$ cat src/rtl/mult_seq_if.sv
// Signal bundle between the multiply sequencer and the execute stage / shared ALU mux.
// start is a one-cycle request, sampled only while the sequencer is idle or done;
// done pulses for exactly one cycle, and product stays valid until the next done.
interface mult_seq_if;
    logic        start;
    logic        cancel;
    logic [0:31] a;
    logic [0:31] b;
    logic [0:31] alu_result;
    logic        alu_req;
    logic [0:31] alu_a;
    logic [0:31] alu_b;
    logic [0:3]  alu_ctrl;
    logic        busy;
    logic        done;
    logic [0:31] product;
    logic [1:0]  state_dbg;

    modport master (
        output start, cancel, a, b, alu_result,
        input  alu_req, alu_a, alu_b, alu_ctrl, busy, done, product, state_dbg
    );

    modport slave (
        input  start, cancel, a, b, alu_result,
        output alu_req, alu_a, alu_b, alu_ctrl, busy, done, product, state_dbg
    );
endinterface

$ cat src/rtl/mult_seq.sv
// Iterative 32-bit shift/add multiplier that borrows the pipeline ALU for 64 cycles.
// Returns the low 32 bits of a*b, which are the same for signed and unsigned operands.
module mult_seq (
    input  logic        clk,
    input  logic        reset,
    mult_seq_if.slave   bus
);

    typedef enum logic [1:0] {
        S_IDLE = 2'd0,
        S_ADD  = 2'd1,
        S_SHL  = 2'd2,
        S_DONE = 2'd3
    } state_e;

    localparam logic [0:3] ALU_ADD = 4'b0000;
    localparam logic [0:3] ALU_SLL = 4'b1001;

    state_e      state_q, state_d;
    logic [0:31] acc_q, acc_d;
    logic [0:31] mcand_q, mcand_d;
    logic [0:31] mplier_q, mplier_d;
    logic [0:4]  iter_q, iter_d;
    logic [0:31] product_q, product_d;

    always_ff @(posedge clk or posedge reset) begin
        if (reset) begin
            state_q   <= S_IDLE;
            acc_q     <= '0;
            mcand_q   <= '0;
            mplier_q  <= '0;
            iter_q    <= '0;
            product_q <= '0;
        end else begin
            state_q   <= state_d;
            acc_q     <= acc_d;
            mcand_q   <= mcand_d;
            mplier_q  <= mplier_d;
            iter_q    <= iter_d;
            product_q <= product_d;
        end
    end

    // Next state and register updates; a cancel drops this cycle's updates entirely.
    always_comb begin
        state_d   = state_q;
        acc_d     = acc_q;
        mcand_d   = mcand_q;
        mplier_d  = mplier_q;
        iter_d    = iter_q;
        product_d = product_q;
        case (state_q)
            S_IDLE, S_DONE: begin
                state_d = S_IDLE;
                if (bus.start) begin
                    acc_d    = '0;
                    mcand_d  = bus.a;
                    mplier_d = bus.b;
                    iter_d   = '0;
                    state_d  = S_ADD;
                end
            end
            S_ADD: begin
                if (bus.cancel) begin
                    state_d = S_IDLE;
                end else begin
                    acc_d   = bus.alu_result;
                    state_d = S_SHL;
                end
            end
            S_SHL: begin
                if (bus.cancel) begin
                    state_d = S_IDLE;
                end else begin
                    mcand_d  = bus.alu_result;
                    mplier_d = mplier_q >> 1;
                    if (iter_q == 5'd31) begin
                        product_d = acc_q;
                        state_d   = S_DONE;
                    end else begin
                        iter_d  = iter_q + 5'd1;
                        state_d = S_ADD;
                    end
                end
            end
            default: state_d = S_IDLE;
        endcase
    end

    // Outputs depend only on registered state, never on start/cancel/alu_result.
    always_comb begin
        bus.alu_req   = 1'b0;
        bus.alu_a     = '0;
        bus.alu_b     = '0;
        bus.alu_ctrl  = ALU_ADD;
        bus.busy      = 1'b0;
        bus.done      = 1'b0;
        case (state_q)
            S_ADD: begin
                bus.alu_req  = 1'b1;
                bus.busy     = 1'b1;
                bus.alu_ctrl = ALU_ADD;
                bus.alu_a    = acc_q;
                bus.alu_b    = mplier_q[31] ? mcand_q : '0;
            end
            S_SHL: begin
                bus.alu_req  = 1'b1;
                bus.busy     = 1'b1;
                bus.alu_ctrl = ALU_SLL;
                bus.alu_a    = mcand_q;
                bus.alu_b    = 32'd1;
            end
            S_DONE: begin
                bus.done = 1'b1;
            end
            default: ;
        endcase
    end

    assign bus.product   = product_q;
    assign bus.state_dbg = state_q;

endmodule

$ cat src/flat_wrapper.sv
// flat-port wrapper written by rule: the top's interface ports become plain ports
module mult_seq_flat 
  (clk, reset, bus_start, bus_cancel, bus_a, bus_b, bus_alu_result, bus_alu_req, bus_alu_a, bus_alu_b, bus_alu_ctrl, bus_busy, bus_done, bus_product, bus_state_dbg);
  mult_seq_if bus_i ();
  input  logic clk;
  input  logic reset;
  input wire logic [$bits(bus_i.start)-1:0] bus_start;
  input wire logic [$bits(bus_i.cancel)-1:0] bus_cancel;
  input wire logic [$bits(bus_i.a)-1:0] bus_a;
  input wire logic [$bits(bus_i.b)-1:0] bus_b;
  input wire logic [$bits(bus_i.alu_result)-1:0] bus_alu_result;
  output wire logic [$bits(bus_i.alu_req)-1:0] bus_alu_req;
  output wire logic [$bits(bus_i.alu_a)-1:0] bus_alu_a;
  output wire logic [$bits(bus_i.alu_b)-1:0] bus_alu_b;
  output wire logic [$bits(bus_i.alu_ctrl)-1:0] bus_alu_ctrl;
  output wire logic [$bits(bus_i.busy)-1:0] bus_busy;
  output wire logic [$bits(bus_i.done)-1:0] bus_done;
  output wire logic [$bits(bus_i.product)-1:0] bus_product;
  output wire logic [$bits(bus_i.state_dbg)-1:0] bus_state_dbg;
  assign bus_i.start = bus_start;
  assign bus_i.cancel = bus_cancel;
  assign bus_i.a = bus_a;
  assign bus_i.b = bus_b;
  assign bus_i.alu_result = bus_alu_result;
  assign bus_alu_req = bus_i.alu_req;
  assign bus_alu_a = bus_i.alu_a;
  assign bus_alu_b = bus_i.alu_b;
  assign bus_alu_ctrl = bus_i.alu_ctrl;
  assign bus_busy = bus_i.busy;
  assign bus_done = bus_i.done;
  assign bus_product = bus_i.product;
  assign bus_state_dbg = bus_i.state_dbg;
  mult_seq u_core (.clk(clk), .reset(reset), .bus(bus_i));
endmodule
$ cat config.mk
export PLATFORM = sky130hd
export DESIGN_NAME = mult_seq_flat
export DESIGN_NICKNAME = d
export VERILOG_FILES = /design/src/rtl/mult_seq_if.sv /design/src/rtl/mult_seq.sv /design/src/flat_wrapper.sv
export SDC_FILE = /design/constraint.sdc
export NUM_CORES = 1
export LEC_CHECK = 0
export CORE_ASPECT_RATIO = 0.75
export CORE_UTILIZATION = 30
export DETAILED_ROUTE_END_ITERATION = 16
export PLACE_DENSITY = 0.65
export RECOVER_POWER = 50
export SLEW_MARGIN = 0
export SYNTH_ARGS = -nofsm -noshare
export SYNTH_HDL_FRONTEND = slang
export SYNTH_SLANG_ARGS = --single-unit
$ cat constraint.sdc
create_clock -name clk -period 8.2 [get_ports clk]
set_input_delay 1.23 -clock clk [delete_from_list [all_inputs] [get_ports clk]]
set_output_delay 1.23 -clock clk [all_outputs]
set_load 0.005 [all_outputs]
==> summary.md <==
| Metric | Value |
|---|---|
| Htree depth | 4 |
| Post-route ant nets | 0 |
| Critical path data arrival time | 5.97 ns |
| Critical Path End Type | register |
| Fin crit share | 69.4% |
| DP HPWL | 12200 um |
| Cts repair resizes | 0 |
| Pin count of the biggest net entering global routing | 75 |
| WHS Path Cells | 2 |
| Area growth syn-to-layout | 41.3% |
| Peak Freq | 176 MHz |
| Nets@finish | 870 |
| CP Class | register to register |
| Grt total ovfl | 0 |
| Drt first pass iters | 6 |
| Leading area contributor after synthesis | dfrtp_1 |
| RSZ-0062 raised after global routing | no |
| N_diodes | 0 |
| Die Width | approximately 180 um |
| Outcome | finished, violations left |
| Final hold vios | 0 |
| Hold/Removal Path Class | register to register |
| Worst-Margin Slew | 2.87 ns |
| Final wirelength | between 15000 and 20000 um |
| Critical Path RT | approximately 8.5 ns |
| Worst Path Max Fanout | 45 |
| FF-to-FF path depth | 7 |
| Commonest non-fill, non-tap cells in the layout | clkdlybuf4s50_1, dfrtp_1, mux2_2, nand2_1 |
| Final Util | around 43% |
| Skew final | a little over 0.008 ns |
| Starting Density | 30.6% |
| Avg Synthesized Cell Area | between 10 and 15 um^2 |
| # clock sinks | 135 |
| Post-CTS setup buffers | 0 |
| Setup violators final | 0 |
| CTS tree | done |
| Core area | 22100 um^2 |
| DRC | 0 |
| Delay of the slowest cell on the worst path | 1.57 ns |
| Pleak | 4.13 nW |
| First-pass GRT wire length | about 29000 um |
| Setup crit start kind | register |
| Initial antenna violation count | 0 |
| Wire per inst | around 17 um |
| Vias in the first global route | between 5000 and 6000 |
| Share of layout cells above drive strength 1 | 21.1% |
| Area of the multi-input gates | 2980 um^2 |
| Cell Chain, Critical Path | inv_1 > ha_1 > clkbuf_1 > nand3b_1 > buf_4 > nand2_1 > o21ai_0 |
| Leading cell type in the layout, fill and taps excluded | clkdlybuf4s50_1 |
| Worst slew margin | -92.1% |
| Die Y | 132 um |
| GPL Wtd Cong | 0.774 |
| Top cells by area, synth | dfrtp_1, mux2_2, mux2i_1 |
| Overall power | 0.00220 W |
| Max-slew violations | 254 |
| Setup TNS | 0 ns |
| Die Area | 23100 um^2 |
| GRT Util Overall | 15.9% |
| Failing checks | capacitance limit, slew limit |
| Worst vdd ir | 0.000125 V |
| Post-synth cell types | 32 |
| Hold path start | u_core.bus.product[16] |
| Vias per cell | 4.67 |
| Share of the synthesized area in the top cell type | 50.1% |
| DR iter-0 viols | approximately 340 |
| Yosys warning count | 0 |
| Post-CTS Hold Buffers | 0 |
| PwrDens | 231 nW/um^2 |
| Vias | 5006 |
| Reg area | 3380 um^2 |
| Slowest-stage cell, CP | ha_1 |
| Min Tclk post-route | between 5 and 6 ns |
| Sequential fraction of the synthesis area | around 50% |
| Finished Layout Cells | 1072 |
| Placed insts | 1040 |
| Synthesized area | between 6000 and 7000 um^2 |
| FF-to-FF Start | u_core.bus.state_dbg[0] |
| Clock-pin slew on the worst setup and hold paths | 0.06 ns |
| Cells after Synth | roughly 600 |
| FILL cells | 2097 |
| PortBufs | 202 |
| Root Buffer | clkbuf_16 |
| Row Count | 47 |
| R2r endpoint | u_core.bus.product[17] |
| Num ports | 205 |
| Num CTS Buffers | 17 |
| Worst-case clock buffer depth | 2 |
| Internal reg-to-reg setup slack | 2.51 ns |
| Flops & latches, synth | 135 |
| Clock Latency Late Sink | 0.41 ns |
| Worst Hold End | u_core.bus.product[16] |
| Maxcap violations | 5 |
[where the power goes]
part | total (W) | internal [W] | leakage (nW) | switching [W]
clock network | 0.000763 | 0.000461 | 0.274 | 0.000302
registers | 0.000943 | 0.000823 | 1.72 | 0.000119
logic | 0.000491 | 0.000282 | 2.14 | 0.000209
total | 0.00220 | 0.00157 | 4.13 | 0.000630
[how the worst max path moves through the flow]
stage / startpoint / endpoint / slack, ns / cells after the start
finish: u_core.bus.state_dbg[0] / u_core.bus.product[17] / 2.51 / 7
CTS: u_core.bus.state_dbg[0] / bus_alu_a[26] / 3.74 / 5
global route: u_core.bus.state_dbg[0] / u_core.bus.product[17] / 1.88 / 7
detailed placement: u_core.bus.state_dbg[0] / bus_alu_a[26] / 4.22 / 5
global placement: u_core.bus.state_dbg[0] / bus_alu_a[22] / 4.24 / 5
floorplan: reset / u_core.acc_q[0] / 3.36 / 1
[cell families after synthesis]
kind of cell	synth area share, %
flops	50.1
other cells	0.0556
fa+ha+maj	0.927
mux	25.8
compound gates	8.14
simple gates	8.89
buf+inv	6.12
[sequential cells by signal (all words and copies together) (netlist names)]
register	flops
u_core.acc_q	32
u_core.bus.product	32
u_core.bus.state_dbg	2
u_core.iter_q	5
u_core.mcand_q	32
u_core.mplier_q	32
[routing by layer]
layer  global-route usage, %  part of all wire (%)  vias to the layer above
li1                        -                     -                     2401
met1                    21.9                    47                     2406
met2                    23.7                    44                      188
met3                    5.80                   8.5                       11
met4                    3.53                  0.94                        0
met5                       0                     0                        -
[critical path, delay by kind of cell, from the launching register on]
family	cells	cell delay (ns)
compound gates	1	0.08
fa+ha+maj	1	1.57
buf+inv	3	2.16
flops	1	0.42
simple gates	2	1.28
[cells in the mapped netlist (all sizes together)]
library cell / count
clkbuf: 33
or3: 1
nand2b: 3
nand4b: 1
o31ai: 4
nand2: 68
and2: 1
o21ai: 34
or3b: 1
nor2b: 4
a31o: 1
nor3: 1
and4b: 1
mux2i: 32
mux2: 126
dfrtp: 135
o41ai: 1
o211ai: 2
a22o: 33
a21oi: 2
buf: 17
and3: 32
o221ai: 2
nand3: 2
ha: 5
inv: 38
nand3b: 4
conb: 1
nor2: 1
[layout make-up]
| type | count | share of cell area, % |
|---|---|---|
| clock buffer | 20 | 4.69 |
| timing repair buffer | 209 | 21.7 |
| inverter | 38 | 1.51 |
| clock inverter | 12 | 1.50 |
| tap | 294 | 3.86 |
| multi-input combinational | 364 | 31.3 |
| sequential | 135 | 35.5 |
[stage by stage]
stage	instance area [um^2]	worst slack, ns	hold slack [ns]
after CTS	9550	3.74	0.483
after global placement	8960	4.24	0.461
after floorplan	6750	3.36	0.452
after global routing	9530	1.88	0.502
final	9530	2.51	0.473
after detailed placement	8960	4.22	0.470
Note: power is estimated with default switching activity, not from simulation.
